File: src/rtl/vram_arbiter_pkg.sv
// Shared graphic-card definitions: framebuffer geometry defaults and the
// owner tag that travels alongside each RAM access.
package vram_arbiter_pkg;

    localparam int GFX_ADDR_WIDTH = 13;
    localparam int GFX_DATA_WIDTH = 8;

    typedef enum logic [1:0] {
        OWN_NONE = 2'd0,
        OWN_VGA  = 2'd1,
        OWN_HRD  = 2'd2,
        OWN_HWR  = 2'd3
    } owner_t;

endpackage

File: src/rtl/vram_arbiter.sv
// Single-port framebuffer arbiter: VGA scanout has priority, the host port gets
// a forced grant after STARVE_LIMIT blocked cycles. Reads return two cycles after grant.
module vram_arbiter
    import vram_arbiter_pkg::*;
#(
    parameter int ADDR_WIDTH   = GFX_ADDR_WIDTH,
    parameter int DATA_WIDTH   = GFX_DATA_WIDTH,
    parameter int STARVE_LIMIT = 8
) (
    input  logic                  Clk,
    input  logic                  Rst,
    input  logic                  VgaReq,
    input  logic [ADDR_WIDTH-1:0] VgaAddr,
    output logic                  VgaGnt,
    output logic                  VgaRdValid,
    output logic [DATA_WIDTH-1:0] VgaRdData,
    input  logic                  HostReq,
    input  logic                  HostWe,
    input  logic [ADDR_WIDTH-1:0] HostAddr,
    input  logic [DATA_WIDTH-1:0] HostWData,
    output logic                  HostGnt,
    output logic                  HostRdValid,
    output logic [DATA_WIDTH-1:0] HostRdData,
    output logic [ADDR_WIDTH-1:0] MemAddr,
    output logic                  MemWe,
    output logic [DATA_WIDTH-1:0] MemWData,
    input  logic [DATA_WIDTH-1:0] MemRData,
    output logic [15:0]           StallCount
);

    localparam int WC_W = $clog2(STARVE_LIMIT + 1);

    logic [WC_W-1:0]       r_wait_cnt;
    logic [15:0]           r_stall_cnt;
    logic [ADDR_WIDTH-1:0] r_mem_addr;
    logic                  r_mem_we;
    logic [DATA_WIDTH-1:0] r_mem_wdata;
    owner_t                r_s1;
    owner_t                r_s2;

    logic   w_force_host;
    logic   w_vga_gnt;
    logic   w_host_gnt;
    logic   w_host_stall;
    owner_t w_tag;

    // Grants look only at requests and the wait counter, never at Mem*.
    assign w_force_host = HostReq && (r_wait_cnt == WC_W'(STARVE_LIMIT));
    assign w_vga_gnt    = VgaReq && !w_force_host;
    assign w_host_gnt   = HostReq && !w_vga_gnt;
    assign w_host_stall = HostReq && !w_host_gnt;

    always_comb begin
        w_tag = OWN_NONE;
        if (w_vga_gnt)
            w_tag = OWN_VGA;
        else if (w_host_gnt)
            w_tag = HostWe ? OWN_HWR : OWN_HRD;
    end

    always_ff @(posedge Clk or posedge Rst) begin
        if (Rst) begin
            r_mem_addr  <= '0;
            r_mem_we    <= 1'b0;
            r_mem_wdata <= '0;
            r_s1        <= OWN_NONE;
            r_s2        <= OWN_NONE;
        end else begin
            r_mem_we <= w_host_gnt && HostWe;
            if (w_vga_gnt) begin
                r_mem_addr <= VgaAddr;
            end else if (w_host_gnt) begin
                r_mem_addr  <= HostAddr;
                r_mem_wdata <= HostWData;
            end
            r_s1 <= w_tag;
            r_s2 <= r_s1;
        end
    end

    // A blocked cycle can never occur at the limit (it would force a grant),
    // so the increment cannot overshoot STARVE_LIMIT.
    always_ff @(posedge Clk or posedge Rst) begin
        if (Rst) begin
            r_wait_cnt  <= '0;
            r_stall_cnt <= '0;
        end else begin
            if (w_host_stall)
                r_wait_cnt <= r_wait_cnt + WC_W'(1);
            else
                r_wait_cnt <= '0;
            if (w_host_stall && (r_stall_cnt != 16'hFFFF))
                r_stall_cnt <= r_stall_cnt + 16'd1;
        end
    end

    assign VgaGnt      = w_vga_gnt;
    assign HostGnt     = w_host_gnt;
    assign VgaRdValid  = (r_s2 == OWN_VGA);
    assign HostRdValid = (r_s2 == OWN_HRD);
    assign VgaRdData   = MemRData;
    assign HostRdData  = MemRData;
    assign MemAddr     = r_mem_addr;
    assign MemWe       = r_mem_we;
    assign MemWData    = r_mem_wdata;
    assign StallCount  = r_stall_cnt;

endmodule

File: config.mk
export PLATFORM = sky130hd
export DESIGN_NAME = vram_arbiter
export DESIGN_NICKNAME = d
export VERILOG_FILES = /design/src/rtl/vram_arbiter_pkg.sv /design/src/rtl/vram_arbiter.sv
export SDC_FILE = /design/constraint.sdc
export NUM_CORES = 1
export LEC_CHECK = 0
export ABC_AREA = 1
export CORE_ASPECT_RATIO = 1.75
export CORE_MARGIN = 2
export CORE_UTILIZATION = 23
export DETAILED_ROUTE_END_ITERATION = 7
export GPL_TIMING_DRIVEN = 0
export PLACE_DENSITY = 0.6
export RECOVER_POWER = 50
export SKIP_CTS_REPAIR_TIMING = 1
export SLEW_MARGIN = 25
export SYNTH_ARGS = -nofsm -noshare
export SYNTH_HDL_FRONTEND = slang
export SYNTH_SLANG_ARGS = --single-unit
File: constraint.sdc
create_clock -name Clk -period 4.16 [get_ports Clk]
set_input_delay 0.416 -clock Clk [delete_from_list [all_inputs] [get_ports Clk]]
set_output_delay 0.416 -clock Clk [all_outputs]
set_load 0.03 [all_outputs]
Yosys cells after proc, flatten, opt, wreduce, memory -nomap -nowiden. Index checks and enable logic that the tools add are counted.

Register bits after elaboration: 46. Input port bits: 47. Output and inout bits: 58. Word-level logic and storage cells: 31.

Add/subtract/negate cells: 2. Equal/unequal tests: 4. Muxes and demuxes: 6. Bitwise operators: 1. Reductions and logical operators: 11.

Operators with widths (number): 13-bit two-way mux (2); 16-bit by 1-bit adder with 16-bit output (second input constant) (1); 16-bit inequality test (second input constant) (1); 1-bit logical AND (6); 4-bit by 1-bit adder with 4-bit output (second input constant) (1); 4-bit equality test (second input constant) (1); 2-bit two-way mux (2); 4-bit two-way mux (1); 1-bit logical NOT (3); 2-bit by 1-bit equality test with 1-bit output (second input constant) (1); 2-bit equality test (second input constant) (1); 2-bit AND reduction (1); 2-bit nonzero test (1); 1-bit two-way mux (1); 1-bit NOT (1).

Logic depth before layout (Yosys ltp).
Depth in word-level cells: 9. Gate-level depth with buffers: 10. Mapped depth without buffers: 9.

Least setup slack after synthesis. OpenSTA, ideal clock, no wires.

Path type: reg2reg. Start: reg r_stall_cnt[1], in the netlist StallCount[1]. End: reg r_stall_cnt[13], in the netlist StallCount[13]. Setup time: 0.118 ns. Arrival: 1.563 ns. Data required time: 4.042 ns. Path slack: 2.479 ns. Cell stages (with the launch flop): 11. Path buffers: 2. Clock period less this slack: 1.681 ns. Cell sequence: dfrtp_1 ha_1 nand3_2 inv_2 nand2_2 nor2_1 nor2_1 buf_6 buf_6 nand2_1 nand2_1.

Longest elaborated chain between the ends: 2. Elaborated cells on any way between the ends: 3. Classes of those cells: 1 x add/sub; 1 x eq/ne; 1 x reduce/logical.

Ends and longest elaborated chain: from (decl) (RTL line vram_arbiter.sv:34) `logic [15:0] r_stall_cnt;`; from (signal assigned) (RTL line vram_arbiter.sv:93) `r_stall_cnt <= r_stall_cnt + 16'd1;`; branches (longest 2 deep; another with 16-bit by 1-bit adder with 16-bit output).

Parallel ways; which one is timed is not known. A chain may end at the register's enable or synchronous reset.

Worst setup path in the final report.
Start: in HostReq. End: out HostGnt.

Longest elaborated chain between the ends: 5.

Ends and longest elaborated chain: from (decl) (RTL line vram_arbiter.sv:17) `input logic HostReq,`; 1-bit logical AND (RTL line vram_arbiter.sv:48) `assign w_force_host = HostReq && (r_wait_cnt == WC_W'(STARVE_LIMIT));`; 1-bit logical NOT (RTL line vram_arbiter.sv:49) `assign w_vga_gnt = VgaReq && !w_force_host;`; 1-bit logical AND (RTL line vram_arbiter.sv:49); 1-bit logical NOT (RTL line vram_arbiter.sv:50) `assign w_host_gnt = HostReq && !w_vga_gnt;`; 1-bit logical AND (*) (RTL line vram_arbiter.sv:50); to (decl) (RTL line vram_arbiter.sv:21) `output logic HostGnt,`.

Mark *: on every way between the ends. The rest lies on a longest branch, timed or not.

==> impl_metrics.json <==
{
  "io_pins": 105,
  "grt_max_degree": 29,
  "fin_crit_ns": 3.13,
  "worstSetupPathType": "in -> out",
  "synth_mux_area_frac": 0,
  "cp_max_fo": 11,
  "report.final.slew_viol_count": 29,
  "synth_seq_cells": 46,
  "finalCritPeriodShare": 0.752,
  "start_kind": "input pin",
  "multi_input_comb_area_um2": 916,
  "place_congestion": 0.759,
  "fin_skew_ns": 0.00525,
  "met2_usage": 0.216,
  "clkSlewWorstSetupHoldPaths_ns": 0.07,
  "synth_compound_area_frac": 0.0213,
  "die-width_um": 80.4,
  "rows": 48,
  "htree_levels": 2,
  "use_met1": 0.120,
  "cts_num_sinks": 46,
  "finalNonFillerCells": 536,
  "rsz0062_at_grt": "false",
  "cts_buffer_depth": 2,
  "worst_pin_slew_ns": 1.62,
  "cts_root_buffer": "clkbuf_16",
  "routed_via_density": 4.18,
  "drv_cap": 1,
  "busiest_layer": "met2",
  "place_ws_ns": 1.25,
  "cts_tree": "yes",
  "synth_simple_gate_area_frac": 0.328,
  "fin_tns_setup_ns": 0,
  "outcome": "finished, violations left",
  "power_leakage_nw": 1.70,
  "drcViolationCount": 0,
  "num-nets-final": 460,
  "dr.pass1.iters": 4,
  "vias": 2240,
  "dp_cells": 528,
  "fp.coreArea_mm2": 0.00991,
  "yosysSeqAreaShare": 0.490,
  "synth-xor-area-share": 0.0261,
  "fin_ws_ns": 1.03,
  "cts_buffers": 5,
  "cp.arrival_ns": 2.71,
  "synthAdderAreaFrac": 0.0160,
  "gr-usage-all-layers": 0.115,
  "antenna_found_initial": 0,
  "worstPathRequired_ns": 3.74,
  "holdCritPathClass": "reg -> reg",
  "endpoint_kind": "primary output",
  "wl_mm": 5.98,
  "first_iter_violations": 59,
  "yosysUniqueCellTypes": 21,
  "syn_inst": 306,
  "drtAntennaViolNets": 0,
  "avgSynthCellArea_um2": 7.68,
  "violations": "max-capacitance violations, max-slew violations",
  "maxSlewHeadroom": -0.0801,
  "overflow": 0,
  "n_antenna_cell": 0,
  "first_global_vias": 2212,
  "fillCellCount": 1026,
  "grt_pass1_wl_mm": 9.97,
  "wl_per_cell_um": 11.2,
  "syn_nets": 356,
  "syn_area_mm2": 0.00235,
  "io_buffers": 96,
  "total_power_mw": 1.39,
  "synth_top_family_by_area": "simple AND/OR/NAND/NOR gates",
  "yosysWarnings": 0,
  "dpl_cell_area_mm2": 0.00349,
  "place_hpwl_mm": 4.76,
  "fmaxAchievable_ghz": 0.320,
  "timing_hold_violations_final": 0,
  "syn_to_final_growth_pct": 54.3,
  "insertion_delay_ns": 0.29,
  "stdcell_area_mm2": 0.00363,
  "register_area_mm2": 0.00115,
  "gr-usage-met3": 0.0354,
  "power_density_mw_per_mm2": 383,
  "initial_core_util": 0.237,
  "drive_above_1_share": 0.0852,
  "peakVddDrop_v": 0.000178,
  "finalSetupViolCount": 0,
  "die_area_mm2": 0.0111,
  "die_h_um": 138
}
-- cell type report --
type / count / share of cell area
plain buffers: 24 / 0.0455
clock buffers: 5 / 0.0345
clock inverters: 3 / 0.0121
inverters: 28 / 0.0290
multi-input cells: 208 / 0.253
flip-flops and latches: 46 / 0.317
well taps: 125 / 0.0431
repair buffers: 97 / 0.266
-- final timing paths --
kind	depth (start not counted)	slack, ns	startpoint	to
min	0	0.35	r_s1[1]	r_s2[1]
max in group asynchronous	3	1.53	Rst	r_wait_cnt[2]
max reg2reg	9	2.24	r_wait_cnt[0]	StallCount[9]
min in group asynchronous	2	0.68	Rst	MemWData[5]
max	7	1.03	HostReq	HostGnt
min reg2reg	0	0.35	r_s1[1]	r_s2[1]
-- per-layer routing --
| metal | wire [um] | part of all wire | vias up |
|---|---|---|---|
| li1 | - | - | 1122 |
| met1 | 2260 | 0.38 | 1020 |
| met2 | 3140 | 0.52 | 90 |
| met3 | 502 | 0.084 | 8 |
| met4 | 75 | 0.013 | 0 |
| met5 | 0 | 0 | - |
-- placed cells by master (no fill, tap or decap), types with 2 or more instances in the layout --
master / count
nand2_1: 135
clkdlybuf4s50_1: 78
dfrtp_1: 46
inv_1: 27
nor2_1: 22
nand3_1: 21
dlygate4sd3_1: 18
buf_4: 17
o21ai_0: 9
xor2_1: 6
clkbuf_16: 5
nand4_1: 4
clkbuf_1: 4
buf_2: 3
ha_1: 3
nand2_2: 2
-- critical path: stages --
cell and delay [ns]:
dlygate4sd3_1 0.61, nand4_1 0.17, nand2_1 0.14, nand2_1 0.09, inv_1 0.11, clkbuf_1 0.41
clkdlybuf4s50_1 0.77
-- stage by stage --
stage | util | hold slack, ns
after floorplan | - | 0.331
after global placement | 0.350 | 0.336
after detailed placement | 0.352 | 0.343
after CTS | 0.369 | 0.359
after global routing | 0.366 | 0.367
final | 0.366 | 0.353
-- flip-flops by register name, indices dropped and copies added, names as in the netlist --
name        count
MemWData        8
MemWe           1
StallCount     16
MemAddr        13
r_wait_cnt      4
r_s2            2
r_s1            2
-- synthesized netlist by cell type --
cell | count | share of area
buf_6 | 2 | 0.0096
a21oi_1 | 1 | 0.0021
nor2_1 | 22 | 0.035
nor2_4 | 1 | 0.0048
xnor2_1 | 1 | 0.0037
nand4_1 | 4 | 0.011
inv_2 | 1 | 0.0016
dfrtp_1 | 46 | 0.49
xor2_1 | 6 | 0.022
nand2_1 | 135 | 0.22
o21ai_0 | 9 | 0.019
clkbuf_1 | 1 | 0.0016
buf_2 | 4 | 0.0085
nand3_2 | 2 | 0.0085
nand3_1 | 20 | 0.043
nand3b_1 | 1 | 0.0032
inv_1 | 27 | 0.043
buf_4 | 17 | 0.054
nand2_2 | 2 | 0.0053
nor2_2 | 1 | 0.0027
ha_1 | 3 | 0.016
-- power by group --
group	total, mW	internal (mW)	switching (mW)
Sequential	0.544	0.495	0.0486
Clock	0.465	0.285	0.180
Combinational	0.381	0.169	0.212
-- logic make-up after synthesis --
kind of cell	after synthesis
buffers and inverters	52
AO/OA/AOI/OAI	10
XOR/XNOR	7
adder cells (fa/ha/maj)	3
flip-flops	46
AND/OR/NAND/NOR	188
Power figures use the tool's default switching activity.
==> patch 1, RTL diff (same settings) <==
Re-encode `owner_t` (4 values) as one-hot, 4 bits wide.
--- a/src/rtl/vram_arbiter_pkg.sv
+++ b/src/rtl/vram_arbiter_pkg.sv
@@ -6,9 +6,9 @@
     localparam int GFX_DATA_WIDTH = 8;
 
-    typedef enum logic [1:0] {
-        OWN_NONE = 2'd0,
-        OWN_VGA  = 2'd1,
-        OWN_HRD  = 2'd2,
-        OWN_HWR  = 2'd3
+    typedef enum logic [3:0] {
+        OWN_NONE = 4'b0001,
+        OWN_VGA  = 4'b0010,
+        OWN_HRD  = 4'b0100,
+        OWN_HWR  = 4'b1000
     } owner_t;
 
Behaviour: no difference found for any inputs over 10 cycles, from zero or initial values and one cycle with Rst high; not proved beyond that.
==> patch 1 against the unedited design <==
  * The run still ends with max-capacitance violations, max-slew violations left
  * Sequential cell count rose by 4
  * Cell count rose by 2.4%
  * Count of clock-buffer cells in the layout rose by 3
  * Largest cell class unchanged
  * Sequential power rose by 7.4%
  * Routed wire length rose by 9.5%
  * Maximum frequency rose by 5.3%
  * Synthesized area rose by 5.2%
  * Total power rose by 2.4%
  * Setup slack improved by 0.16 ns
  * Synthesized cell count rose by 2.9%
  * Non-clock buffer count fell by 1
  * Design area rose by 3.6%
  * Utilization fell by 1.1 points
  * Critical path type is now register to output port
==> patch 1: results (changes against the unedited design) <==
[metrics] outcome: complete, but fails checks
[metrics] failing checks: max-capacitance violations, max-slew violations
[metrics] clock skew after layout: 0.00367 ns (-0.00158 ns)
[metrics] filler instances: 1127 (+9.8%)
[metrics] worst slack after detailed placement: 1.41 ns (+0.161 ns)
[metrics] Post-Synthesis Net Count: 365 (+2.5%)
[metrics] Routability Congestion: 0.847 (+12%)
[metrics] register area share after synthesis: 50.7% (+1.7 points)
[metrics] non-filler instance count after layout: 549 (+2.4%)
[metrics] Synth Instances: 315 (+2.9%)
[metrics] first-pass GRT wire length: 10500 um (+4.9%)
[metrics] part of the total power dissipated in the clock network: 31.8% (-1.7 points)
[metrics] layout cells sized above 1: 7.88% (-0.64 points)
[metrics] leading cell types by count after synthesis: nand2_1 (126), dfrtp_1 (48), nand3_1 (34)
[metrics] crit path DAT: 2.56 ns (-0.15 ns)
[metrics] routed wire length: 6550 um (+9.5%)
[metrics] I/O Buffers: 96 (unchanged)
[metrics] aggregate global-route resource usage: 11.6% (+0.16 points)
[metrics] Post-Place Cells: 541 (+2.5%)
[metrics] share of the synthesized area in compound gates (AO/OA/AOI/OAI): 1.42% (-0.71 points)
[metrics] combinational share of power: 27.2% (-0.2 points)
[metrics] Net Sw Frac: 31.2% (-0.52 points)
[metrics] Placement Cell Area: 3600 um2 (+3.2%)
[metrics] Leak: 1.76 nW (+3.4%)
[metrics] xor/xnor cell area share of the yosys netlist: 2.48% (-0.13 points)
[metrics] top post-synthesis cells by area: dfrtp_1 (49%), nand2_1 (19%), nand3_1 (6.9%)
[metrics] Max VDD drop: 0.000228 V (+28%)
[metrics] number of global-route vias before repair: 2288 (+3.4%)
[metrics] via density per instance: 4.20 (+0.60%)
[metrics] largest net degree at the start of global routing: 51 (+76%)
[metrics] library cells used by synthesis: 22 (+4.8%)
[metrics] nets: 468 (+1.7%)
[metrics] antenna diode count: 0 (unchanged)
[metrics] headroom to the max-slew limit: -52.5% (-44 points)
[metrics] number of DRC markers in iteration 0: 68 (+15%)
[metrics] # Max-Cap Violations: 1 (unchanged)
[metrics] final count of pins violating max slew: 51 (+76%)
[metrics] fraction of the mapped netlist area in adder cells: 1.52% (-0.078 points)
[metrics] HPWL after detailed placement: 5060 um (+6.3%)
[metrics] power drawn by the clock network: 452 uW (-3%)
## patch 1: path summary, 6_finish.rpt
kind                       slack [ns]  cells past startpoint           from             to
hold reg to reg                  0.35                      0        r_s1[1]        r_s2[1]
min in group asynchronous        1.20                      2            Rst    MemAddr[11]
setup / recovery                 1.19                      7  r_wait_cnt[0]         VgaGnt
hold / removal                   0.35                      0        r_s1[1]        r_s2[1]
max in group asynchronous        1.94                      2            Rst  StallCount[2]
setup reg to reg                 2.39                      8  r_wait_cnt[0]     MemAddr[8]
## patch 1: cell type report
cell class	count	area, um2	share of cell area, %
buffer	24	170	4.53
clock buffer	8	166	4.43
inverter	30	114	3.03
multi-input combinational	211	930	24.7
sequential	50	1250	33.4
tap	130	163	4.33
timing repair buffer	96	961	25.6
## patch 1: per-layer routing
metal	vias to the layer above	GRT usage (%)	wire length, um
met5	-	0	0
met4	0	4.91	182
met3	11	3.20	516
met2	92	21.8	3520
met1	1045	11.4	2330
li1	1160	-	-
==> patch 2, RTL diff (same settings) <==
Made on the original files. Set the package constant `GFX_DATA_WIDTH` to 7 (it was 8).
--- a/src/rtl/vram_arbiter_pkg.sv
+++ b/src/rtl/vram_arbiter_pkg.sv
@@ -4,5 +4,5 @@
 
     localparam int GFX_ADDR_WIDTH = 13;
-    localparam int GFX_DATA_WIDTH = 8;
+    localparam int GFX_DATA_WIDTH = 7;
 
     typedef enum logic [1:0] {
Interface: changed (5 resized); port bits go from 105 to 100. The function was not compared with the original's and may differ.
==> patch 2 against the unedited design <==
  * Largest power group unchanged
  * First-iteration DRC count decreased by 12%
  * Sequential cell count decreased by 1
  * Design area decreased by 3.4%
  * Critical path depth unchanged
  * Routed wire length decreased by 0.28%
  * Worst hold slack got worse by 0.0021 ns
  * Setup slack got worse by 0.093 ns
  * Synthesized area decreased by 2.0%
  * The run still ends with max-capacitance violations, max-slew violations left
  * Total power decreased by 7.2%
  * Critical path type unchanged
  * Synthesized cell count decreased by 2.3%
==> patch 2: results (changes against the unedited design) <==
[metrics] # Max-Cap Violations: 1 (unchanged)
[metrics] failing checks: max-capacitance violations, max-slew violations
[metrics] largest net degree at the start of global routing: 30 (+3.4%)
[metrics] top post-synthesis cells by area: dfrtp_1 (49%), nand2_1 (21%), buf_4 (5.5%)
[metrics] via density per instance: 4.22 (+1.1%)
[metrics] number of H-tree levels: 2 (unchanged)
[metrics] library cells used by synthesis: 20 (-4.8%)
[metrics] final count of pins violating max slew: 30 (+3.4%)
[metrics] register area share after synthesis: 48.9% (-0.076 points)
[metrics] Post-Place Cells: 517 (-2.1%)
[metrics] total vias in the final route: 2213 (-1.2%)
[metrics] crit path DAT: 2.81 ns (+0.10 ns)
[metrics] Worst Hold Margin: 0.351 ns (-0.00210 ns)
[metrics] nets: 447 (-2.8%)
[metrics] HPWL after detailed placement: 4690 um (-1.5%)
[metrics] layout cells sized above 1: 7.77% (-0.75 points)
[metrics] Synth Instances: 299 (-2.3%)
[metrics] register-to-register path setup slack: 2.26 ns (+0.02 ns)
[metrics] leading cell types by count after synthesis: nand2_1 (131), dfrtp_1 (45), inv_1 (27)
[metrics] Routability Congestion: 0.762 (+0.42%)
[metrics] Leak: 1.63 nW (-3.8%)
[metrics] I/O Buffers: 92 (-4.2%)
[metrics] worst slack after detailed placement: 1.28 ns (+0.0304 ns)
[metrics] transition time of the tightest slew-check pin: 1.56 ns (-0.0640 ns)
[metrics] switching power of the nets: 421 uW (-4.5%)
[metrics] number of DRC markers in iteration 0: 52 (-12%)
[metrics] first-pass GRT wire length: 9910 um (-0.62%)
[metrics] outcome: complete, but fails checks
[metrics] routed wire length: 5970 um (-0.28%)
[metrics] clock skew after layout: 0.0106 ns (+0.00536 ns)
[metrics] aggregate global-route resource usage: 11.7% (+0.19 points)
[metrics] Placement Cell Area: 3400 um2 (-2.5%)
[metrics] Max VDD drop: 0.000157 V (-12%)
[metrics] Post-Synthesis Net Count: 347 (-2.5%)
==> patch 2: power by group through the flow <==
stage | clock network [mW] | logic, mW | registers, mW
2_1_floorplan | 0 | 0.122 | 0.621
3_3_place_gp | 0 | 0.373 | 0.540
3_5_place_dp | 0 | 0.379 | 0.541
4_1_cts | 0.412 | 0.379 | 0.534
5_1_grt | 0.426 | 0.395 | 0.541
6_report | 0.391 | 0.366 | 0.532
==> patch 2: cell type report <==
| class | count | area (um2) |
|---|---|---|
| Fill cell | 1027 | 6290 |
| Sequential cell | 45 | 1130 |
| Timing Repair Buffer | 93 | 925 |
| Multi-Input combinational cell | 205 | 905 |
| Tap cell | 125 | 156 |
| Buffer | 21 | 149 |
| Clock buffer | 6 | 129 |
| Inverter | 28 | 105 |
| Clock inverter | 1 | 8.76 |
==> patch 2: cell families (layout without fill, tap and decap cells) <==
| group | after synthesis | in the layout | synth area share (%) |
|---|---|---|---|
| flops | 45 | 45 | 48.9 |
| compound gates | 10 | 10 | 2.17 |
| buf+inv | 49 | 149 | 11.5 |
| xor+xnor | 7 | 7 | 2.66 |
| simple gates | 185 | 185 | 33.1 |
| fa+ha+maj | 3 | 3 | 1.63 |
==> patch 2: worst max path at each step <==
| stage | from | to | slack (ns) |
|---|---|---|---|
| after CTS | HostReq | HostGnt | 1.27 |
| after detailed placement | HostReq | HostGnt | 1.28 |
| after global routing | HostReq | HostGnt | 0.71 |
| after floorplan | StallCount[1] | StallCount[13] | 2.48 |
| final | HostReq | HostGnt | 0.94 |
| after global placement | HostReq | HostGnt | 1.27 |
==> patch 2: per-layer routing <==
metal | share of wire [%] | track usage, % | vias up
met5 | 0 | 0 | -
met1 | 36 | 11.5 | 1008
met4 | 2.7 | 4.98 | 0
met2 | 53 | 21.8 | 95
met3 | 8.3 | 3.59 | 12
li1 | - | - | 1098
==> patch 2: worst max-delay path: cells and delay by family <==
kind                   cells  cell delay [ns]
and+or+nand+nor            3             0.48
buffers and inverters      4             1.89
